==> src/rtl/lab03_rr_arbiter8.sv <==
// lab03_rr_arbiter8 - 8-requester round-robin arbiter with a hold timeout.
//
// A grant is held until the owner pulses done, drops its request, or has
// held it for MAX_HOLD cycles, whichever comes first. Every grant is
// followed by a one-cycle GAP and then an IDLE cycle before the next
// arbitration. Priority rotates to the requester just after the last owner.
//
// Ports
//   clk          single clock, rising edge
//   rst          synchronous active-high reset
//   req[7:0]     level-sensitive request lines, bit i = requester i
//   done         release strobe from the current owner (sampled in GRANT)
//   grant[7:0]   one-hot grant, zero when nobody holds it
//   grant_idx    binary index of the owner; qualify with grant_valid
//   grant_valid  high while a grant is held
//   timeout      one-cycle pulse after a forced release
module lab03_rr_arbiter8 #(
  parameter int MAX_HOLD = 16
) (
  input  logic       clk,
  input  logic       rst,
  input  logic [7:0] req,
  input  logic       done,
  output logic [7:0] grant,
  output logic [2:0] grant_idx,
  output logic       grant_valid,
  output logic       timeout
);

  typedef enum logic [1:0] {S_IDLE, S_GRANT, S_GAP} state_t;

  state_t     state, state_nxt;
  logic [2:0] ptr;
  logic [7:0] hold_cnt;
  logic [2:0] pick_idx;
  logic       pick_vld;
  logic       hold_hit;
  logic       rel;
  logic       exit_grant;

  // Rotating priority search. Walk offsets high to low so the smallest
  // offset from ptr is the last writer and therefore wins.
  always_comb begin
    logic [2:0] cand;
    pick_vld = 1'b0;
    pick_idx = ptr;
    cand     = ptr;
    for (int i = 7; i >= 0; i--) begin
      cand = ptr + 3'(i);
      if (req[cand]) begin
        pick_vld = 1'b1;
        pick_idx = cand;
      end
    end
  end

  assign hold_hit   = (hold_cnt == 8'(MAX_HOLD));
  // Voluntary release: owner strobes done or withdraws its request.
  assign rel        = done || !req[grant_idx];
  assign exit_grant = (state == S_GRANT) && (rel || hold_hit);

  // State register
  always_ff @(posedge clk) begin
    if (rst) state <= S_IDLE;
    else     state <= state_nxt;
  end

  // Next-state logic
  always_comb begin
    state_nxt = state;
    case (state)
      S_IDLE:  if (pick_vld) state_nxt = S_GRANT;
      S_GRANT: if (rel || hold_hit) state_nxt = S_GAP;
      S_GAP:   state_nxt = S_IDLE;
      default: state_nxt = S_IDLE;
    endcase
  end

  // Datapath: owner index, rotation pointer, hold counter, timeout pulse
  always_ff @(posedge clk) begin
    if (rst) begin
      ptr       <= 3'd0;
      grant_idx <= 3'd0;
      hold_cnt  <= 8'd0;
      timeout   <= 1'b0;
    end else begin
      // A voluntary release in the same cycle as the limit is not a timeout.
      timeout <= (state == S_GRANT) && hold_hit && !rel;
      case (state)
        S_IDLE: begin
          if (pick_vld) begin
            grant_idx <= pick_idx;
            hold_cnt  <= 8'd1;
          end
        end
        S_GRANT: begin
          if (exit_grant) begin
            ptr      <= grant_idx + 3'd1;
            hold_cnt <= 8'd0;
          end else begin
            hold_cnt <= hold_cnt + 8'd1;
          end
        end
        default: ;
      endcase
    end
  end

  // Outputs
  always_comb begin
    grant_valid = (state == S_GRANT);
    grant       = grant_valid ? (8'd1 << grant_idx) : 8'd0;
  end

endmodule
==> config.mk <==
export PLATFORM = sky130hd
export DESIGN_NAME = lab03_rr_arbiter8
export DESIGN_NICKNAME = d
export VERILOG_FILES = /design/src/rtl/lab03_rr_arbiter8.sv
export SDC_FILE = /design/constraint.sdc
export NUM_CORES = 1
export LEC_CHECK = 0
export CAP_MARGIN = 20
export CELL_PAD_IN_SITES_DETAIL_PLACEMENT = 1
export CELL_PAD_IN_SITES_GLOBAL_PLACEMENT = 1
export CORE_MARGIN = 2
export CORE_UTILIZATION = 30
export CTS_CLUSTER_SIZE = 25
export DETAILED_ROUTE_END_ITERATION = 16
export PLACE_DENSITY = 0.59
export SLEW_MARGIN = 20
export SYNTH_ARGS = -nofsm -noshare
export SYNTH_HDL_FRONTEND = slang
export SYNTH_SLANG_ARGS = --single-unit
==> constraint.sdc <==
create_clock -name clk -period 2.7 [get_ports clk]
set_input_delay 0.54 -clock clk [delete_from_list [all_inputs] [get_ports clk]]
set_output_delay 0.54 -clock clk [all_outputs]
set_load 0.03 [all_outputs]
After elaboration in Yosys (flattened, before gate mapping) --
Cells that the tools add are included.
Storage, ports and cells: input bits 11, register bits 17, word-level logic and storage cells 82, output and inout port bits 13
Cells by class: shift-type cells 1, $add $sub $neg 9, equal/unequal tests 4, multiplexer cells 41, order comparisons 9, reduce and logical (&&, ||, !) cells 13
Operators by type and width (count):
- 3-bit by 4-bit less-than comparator with 1-bit output (second input constant) | 9
- 1-bit binary-select mux with 3-bit select | 9
- 3-bit two-way mux | 8
- 8-bit two-way mux | 3
- 1-bit two-way mux | 17
- 8-bit one-hot mux with 2 select lines | 1
- 3-bit adder (second input constant) | 4
- 8-bit by 1-bit adder with 8-bit output (second input constant) | 1
- 8-bit by 5-bit == test with 1-bit output (second input constant) | 1
- 2-bit AND reduction | 4
- 1-bit by 3-bit left shift with 8-bit output (first input constant) | 1
- 3-bit by 1-bit adder with 3-bit output (second input constant) | 2
- 3-bit by 2-bit adder with 3-bit output (second input constant) | 2
- 2-bit two-way mux | 2
- 2-bit one-hot mux with 2 select lines | 1
- 1-bit logical AND | 3
- 2-bit by 1-bit == test with 1-bit output (second input constant) | 1
- 1-bit zero test | 2
- 2-bit zero test | 1
- 1-bit logical OR | 2
- 2-bit by 1-bit inequality test with 1-bit output (second input constant) | 1
- 2-bit inequality test (second input constant) | 1
- 2-bit nonzero test | 1

Longest topological paths before layout --
depth after elaboration 13, depth in mapped cells 10

Least setup slack after synthesis --
OpenSTA, ideal clock, no wires.
kind reg2reg, start register ptr[0], end register grant_idx[1], period minus slack after synthesis 2.657 ns, cell stages (with the launch flop) 11, path buffers 2, slack 0.043 ns, data arrival time 2.541 ns, data required time 2.584 ns, path through dfxtp_1 buf_6 inv_2 ha_1 buf_4 mux2_2 mux4_2 a21boi_0 o32a_1 nand4_1 a31o_1
On the way: word-level cells in the longest chain between the ends 12, elaborated cells between the ends (all ways) 40, classes of those cells 7 x add/sub; 32 x mux; 1 x reduce/logical
RTL lines:
- start, declared | RTL line 33 | logic [2:0] ptr;
- start signal, assigned | RTL line 98 | ptr <= grant_idx + 3'd1;
- 3-bit adder | RTL line 49 | cand = ptr + 3'(i);
- 1-bit binary-select mux with 3-bit select | RTL line 50 | if (req[cand]) begin
- 1-bit two-way mux (implied by the code) | RTL line 50
- 1-bit two-way mux (8 in a row) | RTL line 50
- 2-bit AND reduction (no source line)
- end signal, assigned | RTL line 92 | grant_idx <= pick_idx;
- end, declared | RTL line 25 | output logic [2:0] grant_idx,
Parallel ways exist; a longest one is shown, timed or not. The select of a mux whose other input is x is not followed. A chain may end at the register's enable or synchronous reset.

Worst setup path in the final report --
start register grant_idx[1], end output port grant[3]
On the way: word-level cells in the longest chain between the ends 2
RTL lines:
- 1-bit by 3-bit left shift with 8-bit output | RTL line 112 | grant = grant_valid ? (8'd1 << grant_idx) : 8'd0;
- 8-bit two-way mux | RTL line 112
- end, declared | RTL line 24 | output logic [7:0] grant,
Every way passes these cells.

==> results_dict.tcl <==
set metrics [dict create \
    syn_area_um2 1940 \
    cp.arrival_ps 2000 \
    cts.clk_slew.worst_paths_ps 70 \
    ys_ff_latch 17 \
    critical_path_class "flip-flop to output port" \
    grt_pass1_wl_um 9920 \
    num_antenna_cells 0 \
    r2r-end "grant_idx[1]" \
    synth_edf_count 0 \
    cts_sinks 17 \
    final_antenna_net_count 0 \
    route.detailed.drc 0 \
    fin_area_um2 2450 \
    layout_commonest_cell "buf_4" \
    synth_cell_types 57 \
    max_freq_mhz 393 \
    synthArstFlopShare_pct 0 \
    ff2ff_path_depth 8 \
    postSynthCellCount 214 \
    tritoncts "yes" \
    avgSynthCellArea_um2 9.08 \
    timing.slew.headroom_pct 60.9 \
    setup_viol 0 \
    drive_gt1_share_pct 25.1 \
    clockRootBuffer "clkbuf_8" \
    report.final.slew_viol_count 0 \
    initial_core_util_pct 30.8 \
    multiInputGateArea_um2 1470 \
    synthToLayoutAreaGrowth_pct 26.3 \
    worst_pin_slew_ps 586 \
    grt_usage_pct 17.3 \
    pin_count 24 \
    finalClockSkew_ps 2.46 \
    start_kind "flip-flop" \
    firstDrtPassIters 4 \
    r2r_slack_ps 190 \
    viasPerCell 5.58 \
    cp-endpoint "grant[3]" \
    seq_area_um2 340 \
    finalPower_uw 1580 \
    crit_path_start "grant_idx[1]" \
    cts_buffers 3 \
    grt_max_degree 18 \
    final_nets 281 \
    die_area_um2 7140 \
    wl_met2_um 2980 \
    core_area_um2 6310 \
    synth_nets 235 \
    top_layer "met4" \
    num_vias 1874 \
    hold_buffers 0 \
    r2r-start "ptr[1]" \
    wl_met1_um 2860 \
    gr-total-overflow 0 \
    end_kind "output port" \
    grt_pass1_vias 1932 \
    drt-total-wl_um 5970 \
    wl_met3_um 94 \
    crit_required_ps 2160 \
    rsz0062_at_grt "false" \
    vdd.ir_drop.worst_mv 0.264 \
    status "finished, final reports clean" \
    preCtsSetupSlack_ps -225 \
    nFillCells 755 \
    power_leakage_uw 0.000950 \
    clock_latency_ps 260 \
    clock_path_buffers 2 \
    synthFlopType "dfxtp_1" \
    hold_viol 0 \
    finalSetupTns_ps 0 \
    io_buffers 23 \
    drt_iter0_markers 91 \
    yosysWarnings 0 \
    powerDensity_nw_per_um2 643 \
    place_hpwl_um 4680 \
    min_path_type "flip-flop to flip-flop" \
    routabilityCongestion 0.776 \
    rows 29 \
    timing.final.crit_share_pct 94.1 \
    die-width_um 84.5 \
    die_y_um 84.5 \
    setup_ws_ps 158 \
    fin_crit_ps 2540 \
    layout_common_cells "buf_4, clkdlybuf4s50_1, nor2_1, dfxtp_1, nand2_1" \
    ys_seq_area_share_pct 17.5 \
    wire_per_inst_um 17.8 \
    drv_cap 0 \
    cp_max_fo 6 \
    antenna_found_initial 0 \
    h-tree-depth 1 \
    placed_area_um2 2400 \
    holdWs_ps 502 \
]
-- metal layers --
layer / track usage [%] / vias up
met2: 30.4 / 20
met3: 2.36 / 4
met5: 0 / -
met1: 23.1 / 947
met4: 2.45 / 0
li1: - / 903
-- area by class of cell --
| class | count | share of cell area [%] |
|---|---|---|
| clock buffers | 3 | 1.68 |
| well taps | 77 | 3.92 |
| clock inverters | 1 | 0.204 |
| inverters | 14 | 2.14 |
| repair buffers | 52 | 18.2 |
| flip-flops and latches | 17 | 13.9 |
| multi-input cells | 172 | 59.9 |
-- worst min-delay path by stage --
stage | slack, ps | end | depth (start not counted) | from
2_1_floorplan | 450 | hold_cnt[7] | 1 | hold_cnt[7]
3_3_place_gp | 490 | hold_cnt[7] | 1 | hold_cnt[7]
3_5_place_dp | 490 | hold_cnt[7] | 1 | hold_cnt[7]
6_report | 500 | hold_cnt[7] | 1 | hold_cnt[7]
5_1_grt | 520 | hold_cnt[7] | 1 | hold_cnt[7]
4_1_cts | 500 | hold_cnt[7] | 1 | hold_cnt[7]
-- kinds of logic (layout without fill, tap and decap cells) --
group / Yosys count / in the layout / share of synthesized area, %
adders and majority gates: 10 / 10 / 6.44
DFF: 17 / 17 / 17.5
xor gates and xnor gates: 3 / 3 / 1.35
and+or+nand+nor: 77 / 77 / 21.5
muxes: 33 / 33 / 27.6
AOI/OAI and AO/OA: 49 / 49 / 18.5
buffers and inverters: 25 / 70 / 7.08
-- state kept, by name, indices dropped and copies added (netlist names) --
| signal | count |
|---|---|
| ptr | 3 |
| hold_cnt | 8 |
| grant_idx | 3 |
| state | 2 |
| timeout | 1 |
-- power breakdown --
part	switching (uW)	total, uW	internal (uW)
Sequential	47.7	326	278
Combinational	542	1050	510
Clock	98.4	201	103
-- per-stage QoR --
step | std cells | utilization (%)
finish | 336 | 38.9
global route | 336 | 38.9
CTS | 336 | 38.8
detailed placement | 332 | 38.0
global placement | 332 | 38.0
floorplan | 214 | -
-- cell usage after synthesis, types with 3 or more instances --
library cell  count  area, um^2
a31oi_1           3        18.8
and3_1           10        62.6
mux2i_1          10         100
ha_1             10         125
mux4_1            3        78.8
inv_1            12        45.0
mux2_2            7        78.8
mux4_2           10         225
nand2b_1          9        56.3
a311oi_1          6        52.6
nor3_1            6        30.0
and2_1            3        18.8
o21ai_0           4        20.0
nand2_1          15        56.3
buf_6             4        45.0
xnor2_1           3        26.3
nor2_1           17        63.8
nand3_1           4        20.0
a211oi_1          3        22.5
a21oi_1          14        70.1
dfxtp_1          17         340
-- critical path, stage by stage, from the launching register on --
cell and delay [ps]:
dfxtp_1 570, ha_1 250, ha_1 150, and2_1 110, clkdlybuf4s50_1 660
-- repair_timing --
item	4_1_cts	5_1_grt
resized for setup	0	2
endpoints found under the setup margin	0	5
setup buffers	0	0
No activity file was read; power rests on OpenSTA's default activity.
